**config.mk**
```make
export PLATFORM = sky130hd
export DESIGN_NAME = neuron_sequencer
export DESIGN_NICKNAME = d
export VERILOG_FILES = /design/src/rtl/neuron_sequencer.sv
export SDC_FILE = /design/constraint.sdc
export NUM_CORES = 1
export LEC_CHECK = 0
export CAP_MARGIN = 5
export CORE_ASPECT_RATIO = 1.25
export CORE_UTILIZATION = 44
export DETAILED_ROUTE_END_ITERATION = 8
export GPL_ROUTABILITY_DRIVEN = 0
export PLACE_DENSITY_LB_ADDON = 0.3
export RECOVER_POWER = 100
export SLEW_MARGIN = 20
export SYNTH_ARGS = -nofsm -noshare
export SYNTH_HDL_FRONTEND = slang
export SYNTH_SLANG_ARGS = --single-unit
```
**constraint.sdc**
```tcl
create_clock -name clk -period 3.3 [get_ports clk]
set_clock_uncertainty 0.1 [all_clocks]
set_input_delay 0.66 -clock clk [delete_from_list [all_inputs] [get_ports clk]]
set_output_delay 0.66 -clock clk [all_outputs]
set_load 0.05 [all_outputs]
```
**src/rtl/neuron_sequencer.sv**
```systemverilog
// neuron_sequencer: control stage in front of the 4-input neural unit.
// Streams four weight bytes into the unit's weight bank, fires sumTrigger after
// a settle delay on start, then captures layerOut and hands it downstream.
// Optional feature: define NEURON_SEQ_WATCHDOG_EN to build the layerDone
// watchdog (drives the sticky err flag); otherwise err is tied low.
module neuron_sequencer #(
    parameter int unsigned SETTLE_CYCLES = 2,
    parameter int unsigned TIMEOUT       = 255
) (
    input  logic        clk,
    input  logic        reset,
    input  logic [7:0]  w_data,
    input  logic        w_valid,
    output logic        w_ready,
    input  logic        start,
    output logic [7:0]  weight,
    output logic [1:0]  address,
    output logic        write,
    output logic        sumTrigger,
    input  logic [31:0] layerOut,
    input  logic        layerDone,
    output logic [31:0] result,
    output logic        result_valid,
    input  logic        result_ready,
    output logic        busy,
    output logic        err
);

    if (SETTLE_CYCLES < 1 || SETTLE_CYCLES > 15) begin : gSettleRangeCheck
        $error("SETTLE_CYCLES must be in 1..15");
    end
    if (TIMEOUT < 1 || TIMEOUT > 255) begin : gTimeoutRangeCheck
        $error("TIMEOUT must be in 1..255");
    end

    typedef enum logic [2:0] {
        StLoad,
        StArmed,
        StSettle,
        StFire,
        StWaitDone,
        StHold
    } stateE;

    localparam logic [3:0] SettleInit = 4'(SETTLE_CYCLES);

    stateE       stateQ, stateD;
    logic [1:0]  wcntQ, wcntD;
    logic [3:0]  settleQ, settleD;
    logic [7:0]  weightQ, weightD;
    logic [1:0]  addressQ, addressD;
    logic        writeQ, writeD;
    logic [31:0] resultQ, resultD;
    logic        wAccept;

`ifdef NEURON_SEQ_WATCHDOG_EN
    localparam logic [7:0] TimeoutLast = 8'(TIMEOUT - 1);
    logic [7:0]  wdogQ, wdogD;
    logic        errQ, errD;
`endif

    // Handshake and state-decoded outputs; w_ready is forced low while reset is held.
    always_comb begin
        w_ready      = !reset && ((stateQ == StLoad) || ((stateQ == StArmed) && !start));
        wAccept      = w_valid && w_ready;
        sumTrigger   = (stateQ == StFire);
        busy         = (stateQ == StSettle) || (stateQ == StFire) || (stateQ == StWaitDone);
        result_valid = (stateQ == StHold);
        weight       = weightQ;
        address      = addressQ;
        write        = writeQ;
        result       = resultQ;
`ifdef NEURON_SEQ_WATCHDOG_EN
        err          = errQ;
`else
        err          = 1'b0;
`endif
    end

    // Next-state logic: weight streaming, settle countdown, result capture.
    always_comb begin
        stateD   = stateQ;
        wcntD    = wcntQ;
        settleD  = settleQ;
        weightD  = weightQ;
        addressD = addressQ;
        writeD   = 1'b0;
        resultD  = resultQ;
`ifdef NEURON_SEQ_WATCHDOG_EN
        wdogD    = wdogQ;
        errD     = errQ;
`endif
        unique case (stateQ)
            StLoad: begin
                if (wAccept) begin
                    weightD  = w_data;
                    addressD = wcntQ;
                    writeD   = 1'b1;
                    wcntD    = wcntQ + 2'd1;
                    if (wcntQ == 2'd3) begin
                        stateD = StArmed;
                    end
                end
            end
            StArmed: begin
                if (start) begin
                    settleD = SettleInit;
`ifdef NEURON_SEQ_WATCHDOG_EN
                    errD    = 1'b0;
`endif
                    stateD  = StSettle;
                end else if (wAccept) begin
                    // wcnt wrapped to 0 on the last load, so a reload starts at address 0.
                    weightD  = w_data;
                    addressD = wcntQ;
                    writeD   = 1'b1;
                    wcntD    = wcntQ + 2'd1;
                    stateD   = StLoad;
                end
            end
            StSettle: begin
                if (settleQ <= 4'd1) begin
                    stateD = StFire;
                end else begin
                    settleD = settleQ - 4'd1;
                end
            end
            StFire: begin
                stateD = StWaitDone;
`ifdef NEURON_SEQ_WATCHDOG_EN
                wdogD  = 8'd0;
`endif
            end
            StWaitDone: begin
                if (layerDone) begin
                    resultD = layerOut;
                    stateD  = StHold;
`ifdef NEURON_SEQ_WATCHDOG_EN
                end else if (wdogQ == TimeoutLast) begin
                    errD   = 1'b1;
                    stateD = StArmed;
                end else begin
                    wdogD = wdogQ + 8'd1;
`endif
                end
            end
            StHold: begin
                if (result_ready) begin
                    stateD = StArmed;
                end
            end
            default: stateD = StLoad;
        endcase
    end

    // State and output registers with synchronous active-high reset.
    always_ff @(posedge clk) begin
        if (reset) begin
            stateQ   <= StLoad;
            wcntQ    <= 2'd0;
            settleQ  <= 4'd0;
            weightQ  <= 8'd0;
            addressQ <= 2'd0;
            writeQ   <= 1'b0;
            resultQ  <= 32'd0;
`ifdef NEURON_SEQ_WATCHDOG_EN
            wdogQ    <= 8'd0;
            errQ     <= 1'b0;
`endif
        end else begin
            stateQ   <= stateD;
            wcntQ    <= wcntD;
            settleQ  <= settleD;
            weightQ  <= weightD;
            addressQ <= addressD;
            writeQ   <= writeD;
            resultQ  <= resultD;
`ifdef NEURON_SEQ_WATCHDOG_EN
            wdogQ    <= wdogD;
            errQ     <= errD;
`endif
        end
    end

endmodule

```
==> results of run 1 <==
-- state kept, by name, summed over array words and instances (netlist names) --
| name | flops |
|---|---|
| address | 2 |
| wcntQ | 2 |
| result | 32 |
| write | 1 |
| settleQ | 4 |
| stateQ | 3 |
| weight | 8 |
-- cell families (layout without fill, tap and decap cells) --
family	count (synthesis)	after routing	synth area share, %
AOI/OAI and AO/OA	58	58	16.08
xor gates and xnor gates	4	4	1.738
adders and majority gates	3	3	1.862
buffers and inverters	23	108	5.710
DFF	52	52	51.65
other	1	1	0.1860
and+or+nand+nor	111	111	22.78
-- per-layer routing --
metal | global-route usage [%] | routed length (um)
met5 | 0 | 0
met4 | 6.977 | 34
met3 | 5.882 | 356
met2 | 31.96 | 2079
met1 | 22.87 | 1952
-- report_power, final --
group          leakage (uW)  internal, uW  total (uW)  switching, uW
logic              0.000725          61.2         116           54.6
registers          0.000420           634         638           4.11
clock network     0.0000445           171         366            195
total               0.00119           866        1120            254
-- cell type report --
type,count,area share [%]
clock buffer,7,2.870
clock inverter,1,0.2496
sequential,52,34.61
timing repair buffer,95,30.82
multi-input combinational,177,28.37
tap,58,2.413
inverter,5,0.6656
-- through the flow --
stage / cell area, um2 / power [uW] / std cells
after floorplan: 2016 / 704.3 / 252
after global placement: 2929 / 772.3 / 387
after detailed placement: 2929 / 773.2 / 387
after CTS: 3023 / 1139 / 395
after global routing: 3008 / 1170 / 395
final: 3008 / 1120 / 395
-- worst max-delay path: cells and delay by family --
family,cells,cell delay [ns]
buf+inv,2,1.07
compound gates,1,0.20
simple gates,1,0.14
-- final timing paths --
check	startpoint	to	slack [ns]	depth (start not counted)
worst max-delay path	start	w_ready	0.47	4
worst min register to register	result[18]	result[18]	0.35	2
worst max register to register	stateQ[0]	stateQ[0]	1.03	5
worst min-delay path	result[18]	result[18]	0.35	2
-- placed cells by master (no fill, tap or decap), drive strengths merged, types with 3 or more instances in the layout --
| cell type | count |
|---|---|
| a21oi | 47 |
| clkbuf | 10 |
| clkdlybuf4s50 | 43 |
| dfxtp | 52 |
| dlygate4sd3 | 47 |
| ha | 3 |
| inv | 4 |
| nand2 | 87 |
| nor2 | 9 |
| nor3b | 3 |
| o21ai | 4 |
| xnor2 | 3 |
==> metrics.yaml, run 1 <==
run_status:
  status: "complete, but fails checks"
  violations: "capacitance limit, slew limit"
global_routing:
  grtUsageTotal_pct: 19.12
  grt_max_degree: 43
  antenna_found_initial: 0
  grt_pass1_vias: 1710
  grt_pass1_wl_um: 7521
  grt-ovfl-total: 0
clock_tree:
  cts_tree: "done"
  htreeDepth: 2
  cts_resized: 0
  clkTransAtPathRegs_ns: 0.09
  cts_root_buf: "clkbuf_8"
  cts_hold_buf: 0
  cts_setup_buffers: 0
  clk_path_buf_depth: 2
  insertion_delay_ns: 0.29
  numCtsBuffers: 5
  cts_sinks: 52
sta:
  hold_viol: 0
  hold_slack_ns: 0.3529
  relSlewSlack_pct: -22.58
  finalCritPeriodShare_pct: 85.78
  grt_setup_unrepaired: "false"
  period_needed_ns: 2.831
  worstMarginPinSlew_ns: 1.839
  fmax_mhz: 353.3
  setup_viol: 0
  slew_viol_final: 43
  final.setup.tns_ns: 0
  setup_ws_ns: 0.4692
die:
  core_area_um2: 4392
  start_util_pct: 45.90
  die_w_um: 62.54
  num_rows: 27
  num_io_pins: 94
  dieHeight_um: 77.68
  fp.dieArea_um2: 4858
power_and_ir_drop:
  ir_drop_mv: 0.2494
  power_leakage_uw: 0.001189
  power-per-cell-area_nw_per_um2: 372.4
yosys:
  yosys.area.top_type: "dfxtp_1"
  synth_cells: 252
  ys_async_sr_fraction_pct: 0
  netlist_top_cells_area: "dfxtp_1 (52%), nand2_1 (16%), a21oi_1 (12%)"
  synth-edff-count: 0
  synth_cell_types: 29
  yosys_most_used_dff: "dfxtp_1"
  synth_top_area_share_pct: 51.64
  yosys_warnings: 0
  synth.yosys.seq_area_share_pct: 51.64
  synth_fp_nets: 301
  syn_area_um2: 2016
  yosysMostFrequentCell: "nand2_1"
  synth_common_cells: "nand2_1 (87), dfxtp_1 (52), a21oi_1 (47)"
  avgSynthCellArea_um2: 7.999
  yosys_register_bits: 52
critical_path:
  slowest_delay_ns: 0.58
  slowest_stage: "dlygate4sd3_1"
  start_kind: "input pin"
  critPathRequiredTime_ns: 2.54
  crit_type: "input pin to output port"
  path_cells: "dlygate4sd3_1, a21o_1, nor3_1, clkbuf_1"
  worstPathArrival_ns: 2.07
  worstSetupEndpointType: "output port"
  crit_path_max_fanout: 4
route:
  first_iter_violations: 101
  postRouteAntennaNets: 0
  wire_per_inst_um: 11.19
  via_per_inst: 4.724
  finalWirelength_um: 4422
  drc_errors: 0
  drt_first_pass_iters: 6
  vias: 1866
final_layout:
  area_growth_pct: 49.22
  multi_input_area_um2: 853.3
  postLayoutCoreUtil_pct: 68.49
  nFillCells: 392
  num_antenna_cells: 0
  layout.nets: 385
  ff_latch_area_um2: 1041
  drive_gt1_share_pct: 4.154
placement:
  dpl.hpwl_um: 3046
  io_buffers: 92
  dp_slack_ns: 0.7104
flow_run:
  maxCapViolCount: 1
worst_hold_path:
  min_path_type: "flip-flop to flip-flop"
No activity file was read; power rests on OpenSTA's default activity.
==> inputs of run 2 (changes only) <==
Settings changed: CORE_MARGIN from default to 2.
==> run 2 against run 1 <==
  * The run now ends clean
  * Flip-flop and latch count stayed put
  * Sequential power is essentially flat
  * Clock-buffer cell count did not move
  * First-iteration DRC count rose by 11%
  * Via count rose by 1.6%
  * Critical path type is now input pin to flip-flop
  * Critical endpoint is now stateQ[0]
  * Highest routed layer unchanged
==> metrics.yaml, run 2 (synthesized netlist as in run 1, its figures left out) <==
run_status:
  status: "finished clean"
clock_tree:
  clkTransAtPathRegs_ns: 0.09  # about the same
  cts_tree: "done"
  cts_root_buf: "clkbuf_8"
  numCtsBuffers: 5  # unchanged
  cts_resized: 0  # unchanged
  htreeDepth: 2  # unchanged
  insertion_delay_ns: 0.29  # about the same
  cts_setup_buffers: 0  # unchanged
  cts_sinks: 52  # unchanged
  cts_hold_buf: 0  # unchanged
  clk_path_buf_depth: 2  # unchanged
route:
  via_per_inst: 4.797  # +1.6%
  wire_per_inst_um: 11.50  # +2.8%
  drt_first_pass_iters: 4  # -2
  vias: 1895  # +1.6%
  finalWirelength_um: 4544  # +2.8%
  drc_errors: 0  # unchanged
  postRouteAntennaNets: 0  # unchanged
  first_iter_violations: 112  # +11%
die:
  num_rows: 27  # unchanged
  dieHeight_um: 79.68  # +2.6%
  num_io_pins: 94  # unchanged
  die_w_um: 64.54  # +3.2%
  fp.dieArea_um2: 5142  # +5.9%
  core_area_um2: 4392  # unchanged
  start_util_pct: 45.90  # unchanged
global_routing:
  antenna_found_initial: 0  # unchanged
  grt-ovfl-total: 0  # unchanged
  grt_pass1_wl_um: 7797  # +3.7%
  grt_max_degree: 50  # +16%
  grt_pass1_vias: 1795  # +5.0%
  grtUsageTotal_pct: 19.19  # +0.065 points
sta:
  slew_viol_final: 0  # -100%
  worstMarginPinSlew_ns: 1.369  # -0.4701 ns
  period_needed_ns: 2.820  # -0.01107 ns
  relSlewSlack_pct: 8.754  # +31 points
  grt_setup_unrepaired: "false"
  fmax_mhz: 354.6  # +0.39%
  finalCritPeriodShare_pct: 85.45  # -0.34 points
  final.setup.tns_ns: 0  # unchanged
  hold_viol: 0  # unchanged
  setup_viol: 0  # unchanged
  setup_ws_ns: 0.4803  # +0.01107 ns
critical_path:
  crit_path_max_fanout: 14  # +10
  start_kind: "input pin"
  worstSetupEndpointType: "flip-flop"
  path_delay_family: "buffers and inverters"
  slowest_delay_ns: 0.60  # +0.02 ns
  crit_type: "input pin to flip-flop"
  cpMostUsedCell: "a2111oi_2"
  slowest_stage: "dlygate4sd3_1"
  crit_buf_inv: 2  # unchanged
  critPathRequiredTime_ns: 3.36  # +0.82 ns
  worstPathArrival_ns: 2.88  # +0.81 ns
  path_cells: "dlygate4sd3_1, a21o_1, or3_1, clkinvlp_2, a2111oi_2, a2111oi_2"
placement:
  dpl.hpwl_um: 3137  # +3.0%
  io_buffers: 92  # unchanged
  dp_slack_ns: 0.7056  # -0.004809 ns
final_layout:
  largest_reg_flops: 32  # unchanged
  num_antenna_cells: 0  # unchanged
  mostFrequentLayoutCell: "nand2_1"
  final_cell_mix: "nand2_1 (87), dfxtp_1 (52), dlygate4sd3_1 (49)"
  layout.nets: 385  # unchanged
  nFillCells: 380  # -3.1%
  area_growth_pct: 50.96
  drive_gt1_share_pct: 4.748  # +0.59 points
power_and_ir_drop:
  ir_drop_mv: 0.2514  # +0.77%
  swShare_pct: 20.56  # -2.1 points
  combPwrFrac_pct: 9.5  # -0.8 points
  p_int_uw: 962.5  # +11%
  p_sw_uw: 249.0  # -2.0%
  clkPwrFrac_pct: 37.8  # +5.1 points
  power_leakage_uw: 0.001212  # +1.9%
  power-per-cell-area_nw_per_um2: 398.1  # +6.9%
  seqPwrFrac_pct: 52.7  # -4.3 points
flow_run:
  maxCapViolCount: 0  # -1
worst_hold_path:
  min_path_type: "flip-flop to flip-flop"
-- run 2: cell types whose count changed in the layout (fill, tap and decap cells not counted), sizes merged --
cell           change
clkdlybuf4s50      -2
dlygate4sd3        +2
buf                +1
bufinv             +1
clkbuf             -1
clkinvlp           -1
-- run 2: worst paths after layout --
kind               from         end  slack (ns)  cells past startpoint
max               start   stateQ[0]        0.48                      6
min          result[28]  result[28]        0.35                      2
max reg2reg   stateQ[0]   stateQ[0]        0.92                      5
min reg2reg  result[28]  result[28]        0.35                      2
-- run 2: power by group through the flow --
stage / clock network, uW / registers (uW) / logic [uW]
after global routing: 499 / 640 / 125
after global placement: 0 / 653 / 119
after detailed placement: 0 / 654 / 120
after CTS: 477 / 639 / 120
after floorplan: 0 / 672 / 32.2
final: 458 / 638 / 115
-- run 2: worst register-to-register path, cell delays in order (launching register included) --
cell	delay (ns)
dfxtp_1	0.50
a21o_1	0.18
or3_1	0.35
clkinvlp_2	0.52
a2111oi_2	0.51
a2111oi_2	0.09
-- run 2: stage by stage --
| stage | hold slack (ns) | instance area [um2] | cells | total power (uW) | utilization (%) |
|---|---|---|---|---|---|
| after floorplan | 0.3489 | 2016 | 252 | 704.3 | - |
| after global placement | 0.3409 | 2929 | 387 | 772.4 | 66.70 |
| after detailed placement | 0.3462 | 2929 | 387 | 773.1 | 66.70 |
| after CTS | 0.3583 | 3055 | 395 | 1236 | 69.57 |
| after global routing | 0.3747 | 3043 | 395 | 1263 | 69.29 |
| final | 0.3530 | 3043 | 395 | 1212 | 69.29 |
-- run 2: area by class of cell --
type / count / area [um2] / area share (%)
clock inverters: 1 / 30.03 / 0.9868
repair buffers: 95 / 928.4 / 30.51
inverters: 5 / 20.02 / 0.6579
multi-input cells: 177 / 854.6 / 28.08
clock buffers: 7 / 96.34 / 3.166
flip-flops and latches: 52 / 1041 / 34.21
well taps: 58 / 72.57 / 2.385
-- run 2: per-layer routing --
metal	vias to the layer above	routed length [um]	global-route usage (%)
met4	0	76	7.021
met3	6	376	7.898
met5	-	0	0
met1	842	1899	22.07
li1	983	-	-
met2	64	2192	31.87
==> inputs of run 3 (changes only) <==
Settings changed: CTS_CLUSTER_DIAMETER from default to 30.
==> results of run 3 <==
Final layout, timing and power as in run 2 (identical DEF).
